[src/rtl/vga_frame_monitor.sv]
// VGA sink: rebuilds pixel coordinates from sync edges, checks/locks to the
// frame timing and reports the per-frame bounding box of a target colour.
module vga_frame_monitor #(
  parameter int H_DISPLAY = 640,
  parameter int H_FRONT   = 16,
  parameter int H_SYNC    = 96,
  parameter int H_BACK    = 48,
  parameter int V_DISPLAY = 480,
  parameter int V_FRONT   = 10,
  parameter int V_SYNC    = 2,
  parameter int V_BACK    = 33
) (
  input  logic        clk,
  input  logic        rst,
  input  logic        pix_tick,
  input  logic        hsync,
  input  logic        vsync,
  input  logic [11:0] rgb,
  input  logic [11:0] target_rgb,
  output logic        locked,
  output logic [9:0]  pixel_x,
  output logic [9:0]  pixel_y,
  output logic        video_on,
  output logic        timing_err,
  output logic [7:0]  err_count,
  output logic        box_valid,
  output logic        box_found,
  output logic [9:0]  box_x_min,
  output logic [9:0]  box_x_max,
  output logic [9:0]  box_y_min,
  output logic [9:0]  box_y_max
);
  localparam int H_TOTAL = H_DISPLAY + H_FRONT + H_SYNC + H_BACK;
  localparam int V_TOTAL = V_DISPLAY + V_FRONT + V_SYNC + V_BACK;

  localparam logic [9:0] X_LOAD = 10'(H_DISPLAY + H_FRONT);
  localparam logic [9:0] X_PRE  = 10'(H_DISPLAY + H_FRONT - 1);
  localparam logic [9:0] X_LAST = 10'(H_TOTAL - 1);
  localparam logic [9:0] Y_LOAD = 10'(V_DISPLAY + V_FRONT);
  localparam logic [9:0] Y_PRE  = 10'(V_DISPLAY + V_FRONT - 1);
  localparam logic [9:0] Y_LAST = 10'(V_TOTAL - 1);
  localparam logic [9:0] H_VIS  = 10'(H_DISPLAY);
  localparam logic [9:0] V_VIS  = 10'(V_DISPLAY);

  localparam logic [1:0] S_SEARCH = 2'd0;
  localparam logic [1:0] S_ALIGN  = 2'd1;
  localparam logic [1:0] S_LOCKED = 2'd2;

  logic [1:0]  state;
  logic        hs_prev, vs_prev;
  logic [11:0] rgb_q, target_q;
  logic        frame_bad;
  logic        acc_found;
  logic [9:0]  acc_x_min, acc_x_max, acc_y_min, acc_y_max;

  logic       hfall, vfall, x_wrap, hexp, vexp, h_bad, v_bad, match;
  logic [9:0] x_nxt, y_nxt;

  assign hfall  = pix_tick & hs_prev & ~hsync;
  assign vfall  = pix_tick & vs_prev & ~vsync;
  assign x_wrap = (pixel_x == X_LAST);
  assign hexp   = pix_tick & (pixel_x == X_PRE);
  // A vsync fall is expected exactly where y would naturally step onto its load value.
  assign vexp   = pix_tick & x_wrap & (pixel_y == Y_PRE);
  assign h_bad  = hfall ^ hexp;
  assign v_bad  = vfall ^ vexp;
  assign match  = video_on & (rgb_q == target_q);

  always_comb begin
    x_nxt = pixel_x + 10'd1;
    if (hfall)       x_nxt = X_LOAD;
    else if (x_wrap) x_nxt = 10'd0;
    y_nxt = pixel_y;
    if (vfall)                y_nxt = Y_LOAD;
    else if (x_wrap && !hfall) y_nxt = (pixel_y == Y_LAST) ? 10'd0 : pixel_y + 10'd1;
  end

  always_ff @(posedge clk or negedge rst) begin
    if (!rst) begin
      state      <= S_SEARCH;
      hs_prev    <= 1'b1;
      vs_prev    <= 1'b1;
      rgb_q      <= '0;
      target_q   <= '0;
      frame_bad  <= 1'b0;
      acc_found  <= 1'b0;
      acc_x_min  <= '0;
      acc_x_max  <= '0;
      acc_y_min  <= '0;
      acc_y_max  <= '0;
      locked     <= 1'b0;
      pixel_x    <= '0;
      pixel_y    <= '0;
      video_on   <= 1'b0;
      timing_err <= 1'b0;
      err_count  <= '0;
      box_valid  <= 1'b0;
      box_found  <= 1'b0;
      box_x_min  <= '0;
      box_x_max  <= '0;
      box_y_min  <= '0;
      box_y_max  <= '0;
    end else begin
      timing_err <= 1'b0;
      box_valid  <= 1'b0;
      if (pix_tick) begin
        rgb_q    <= rgb;
        hs_prev  <= hsync;
        vs_prev  <= vsync;
        pixel_x  <= x_nxt;
        pixel_y  <= y_nxt;
        video_on <= (x_nxt < H_VIS) && (y_nxt < V_VIS);
        if (vfall) target_q <= target_rgb;
        case (state)
          S_SEARCH: begin
            if (vfall) begin
              state     <= S_ALIGN;
              frame_bad <= 1'b0;
            end
          end
          S_ALIGN: begin
            if (vfall) begin
              if (!frame_bad && !h_bad && vexp) begin
                state     <= S_LOCKED;
                locked    <= 1'b1;
                acc_found <= 1'b0;
                acc_x_min <= '0;
                acc_x_max <= '0;
                acc_y_min <= '0;
                acc_y_max <= '0;
              end
              frame_bad <= 1'b0;
            end else if (h_bad) begin
              frame_bad <= 1'b1;
            end
          end
          S_LOCKED: begin
            if (h_bad || v_bad) begin
              // Partial frame is dropped; the published box stays as it was.
              state      <= S_SEARCH;
              locked     <= 1'b0;
              timing_err <= 1'b1;
              if (err_count != 8'hFF) err_count <= err_count + 8'd1;
              acc_found  <= 1'b0;
            end else if (vfall) begin
              box_valid <= 1'b1;
              box_found <= acc_found;
              box_x_min <= acc_x_min;
              box_x_max <= acc_x_max;
              box_y_min <= acc_y_min;
              box_y_max <= acc_y_max;
              acc_found <= 1'b0;
              acc_x_min <= '0;
              acc_x_max <= '0;
              acc_y_min <= '0;
              acc_y_max <= '0;
            end else if (match) begin
              acc_found <= 1'b1;
              if (!acc_found) begin
                acc_x_min <= pixel_x;
                acc_x_max <= pixel_x;
                acc_y_min <= pixel_y;
                acc_y_max <= pixel_y;
              end else begin
                if (pixel_x < acc_x_min) acc_x_min <= pixel_x;
                if (pixel_x > acc_x_max) acc_x_max <= pixel_x;
                if (pixel_y < acc_y_min) acc_y_min <= pixel_y;
                if (pixel_y > acc_y_max) acc_y_max <= pixel_y;
              end
            end
          end
          default: begin
            state  <= S_SEARCH;
            locked <= 1'b0;
          end
        endcase
      end
    end
  end
endmodule

[config.mk]
export PLATFORM = sky130hd
export DESIGN_NAME = vga_frame_monitor
export DESIGN_NICKNAME = d
export VERILOG_FILES = /design/src/rtl/vga_frame_monitor.sv
export SDC_FILE = /design/constraint.sdc
export NUM_CORES = 1
export LEC_CHECK = 0
export BUFFER_PORTS_ARGS = -buffer_cell sky130_fd_sc_hd__clkbuf_2
export CORE_MARGIN = 2
export CORE_UTILIZATION = 63
export DETAILED_ROUTE_END_ITERATION = 8
export GPL_ROUTABILITY_DRIVEN = 1
export PLACE_DENSITY = 0.85
export SLEW_MARGIN = 30
export SYNTH_ARGS = -nofsm -noshare
export SYNTH_HDL_FRONTEND = slang
export SYNTH_SLANG_ARGS = --single-unit
[constraint.sdc]
create_clock -name clk -period 5.5 [get_ports clk]
set_clock_uncertainty 0.15 [all_clocks]
set_input_delay 0.55 -clock clk [delete_from_list [all_inputs] [get_ports clk]]
set_output_delay 0.55 -clock clk [all_outputs]
set_load 0.1 [all_outputs]
==> flow_summary.toml <==
[clocking]
postCtsHoldBufs = 0
cts_tree = "yes"
cts_setup_buffers = 0
clk_pin_slew_worst_paths_ns = 0.06
clk_latency_ns = 0.43
max-clock-path-buffers = 2
cts_max_level = 4
cts_made_buffers = 17
clk_root_buffer_cell = "clkbuf_16"
cts_resized = 0
cts_sinks = 143

[placed_design]
dpl-instance-area_um2 = 8220
gp_congestion = 0.926
hpwl_um = 12100
post-place-cells = 903
portBuffers = 101

[route]
postRouteAntennaNets = 0
dr.pass1.iters = 5
drc = 0
vias = 5752
post_drt_via_cell_ratio = 6.15
drtIter0Drc = 379
drt-wirelength-per-cell_um = 18.9
wl_um = 17700

[sta]
final_max_slew_viol_count = 0
tightest_slew_ns = 0.834
fin_crit_sh = 0.618
fmax_ghz = 0.294
finalSetupTns_ns = 0
setup_violations = 0
finalHoldViolCount = 0
finalCriticalPeriod_ns = 3.40
rsz0062_at_grt = "no"
relSlewSlack = 0.444

[synth]
yosysUniqueCellTypes = 69
synth_area_leaders = "dfrtp_1, mux2_2, ha_1"
synth_ff_type = "dfrtp_1"
synth_common_cells = "dfrtp_1, nand2_1, mux2_2"
syn_area_um2 = 7640
synth-edff-count = 0
synth-seq-cells = 143
yosysSeqAreaShare = 0.469
synth_top_area_share = 0.462
synthCells = 677
synth_most_common_cell = "dfrtp_1"
synthesis.nets = 752
async_flop_share = 1.00
yosys_warnings = 0
syn_area_per_cell_um2 = 11.3
synth_top_area_cell = "dfrtp_1"

[worst_setup_path]
critPathMaxStageDelay_ns = 0.71
worstPathMaxFanout = 10
crit_arrival_ns = 3.56
endpoint_kind = "register"
path_buf_inv = 0
crit_chain = "ha_1 > and3_1 > nand3_4 > xnor2_1 > nand4_2 > o311ai_4 > and3b_1 > mux2_4"
cp_top_family = "simple AND/OR/NAND/NOR gates"
cpMaxStageDelayCell = "and3b_1"
crit_type = "register to register"
crit_path_start_kind = "register"
cp.required_ns = 5.66

[power_and_ir_drop]
p_int_w = 0.00199
power_leakage_nw = 4.29
power.switching_w = 0.000921
powerDensity_nw_per_um2 = 331
switching_share = 0.317
combPwrFrac = 0.182
vdd_drop_max_mv = 0.214
pwr-share-seq = 0.434
clock_power_share = 0.385

[floorplan]
die_x_um = 114
die_y_um = 114
die-area_um2 = 13000
start_util = 0.641
coreArea_um2 = 11900
num_rows = 40
io_pins = 102

[finish]
final_layout_size_suffix_gt1_frac = 0.311
stdcell_area_um2 = 8790
fin_cells = 935
final_nets = 850
diodes = 0
top_regs = "rgb_q x12, target_q x12"
syn2layout_area_growth_pct = 15.1

[global_routing]
grt_pass1_wl_um = 28400
antenna_found_initial = 0
grt_max_degree = 94
track_usage = 0.281
grt.overflow.total = 0
grt_pass1_vias = 5827

[run]
drv_cap = 0

[min_path]
hold_path_class = "primary input to asynchronous set/reset pin"

[run_status]
status = "completed"
==> power by group through the flow <==
stage               logic [W]  clock network [W]  registers (W)
floorplan            0.000262                  0        0.00137
global placement     0.000485                  0        0.00127
detailed placement   0.000515                  0        0.00128
CTS                  0.000530            0.00113        0.00126
global route         0.000575            0.00117        0.00127
finish               0.000528            0.00112        0.00126
==> final timing paths <==
path | endpoint | cells after the start | slack (ns) | startpoint
worst max-delay path | acc_y_min[0] | 8 | 2.10 | pixel_x[1]
worst min-delay path | box_x_min[2] | 1 | 0.05 | rst
worst max register to register | acc_y_min[0] | 8 | 2.10 | pixel_x[1]
worst min register to register | err_count[6] | 1 | 0.35 | err_count[6]
max in group asynchronous | box_x_max[0] | 2 | 4.02 | rst
min in group clk | target_q[3] | 3 | 0.16 | target_rgb[3]
==> layout make-up <==
| type | count | area, um2 |
|---|---|---|
| inverters | 54 | 203 |
| multi-input cells | 453 | 3700 |
| clock inverters | 14 | 143 |
| repair buffers | 106 | 549 |
| well taps | 147 | 184 |
| flip-flops and latches | 143 | 3580 |
| clock buffers | 18 | 429 |
| fillers | 827 | 3120 |
==> cells in the final DEF, fill, tap and decap left out, drive strengths merged, types with 5 or more instances in the layout <==
cell type  netlist  final
nand2           67     67
mux2            98     98
a211oi           5      5
xnor2           19     19
inv             54     55
and3            21     21
nor2            29     29
nand3           25     25
dfrtp          141    141
clkbuf          15    118
ha              46     46
a21oi           24     24
nand4           19     19
clkinv           0      8
xor2            10     10
nor3            15     15
buf             11      6
o21ai           22     22
==> per-layer routing <==
layer | global-route usage | wire (um)
met2 | 0.474 | 9110
met5 | 0 | 0
met3 | 0.0635 | 1080
met4 | 0.142 | 583
met1 | 0.339 | 6920
==> logic make-up (layout without fill, tap and decap cells) <==
logic type                 Yosys count  count (layout)  share of synthesized area
AOI/OAI and AO/OA                   75              75                     0.0642
xor gates and xnor gates            29              29                     0.0357
adders and majority gates           46              46                     0.0754
buffers and inverters               81             192                     0.0478
DFF                                143             143                      0.469
muxes                              100             100                      0.157
and+or+nand+nor                    203             203                      0.151
==> stage by stage <==
| step | utilization | power [W] | hold slack [ns] | worst slack [ns] |
|---|---|---|---|---|
| floorplan | - | 0.00163 | 0.104 | 2.14 |
| global placement | 0.690 | 0.00175 | 0.328 | 2.04 |
| detailed placement | 0.690 | 0.00179 | 0.342 | 1.89 |
| CTS | 0.738 | 0.00292 | 0.0804 | 2.15 |
| global route | 0.738 | 0.00302 | 0.0984 | 1.97 |
| finish | 0.738 | 0.00291 | 0.0472 | 2.10 |
No activity file was read; power rests on OpenSTA's default activity.
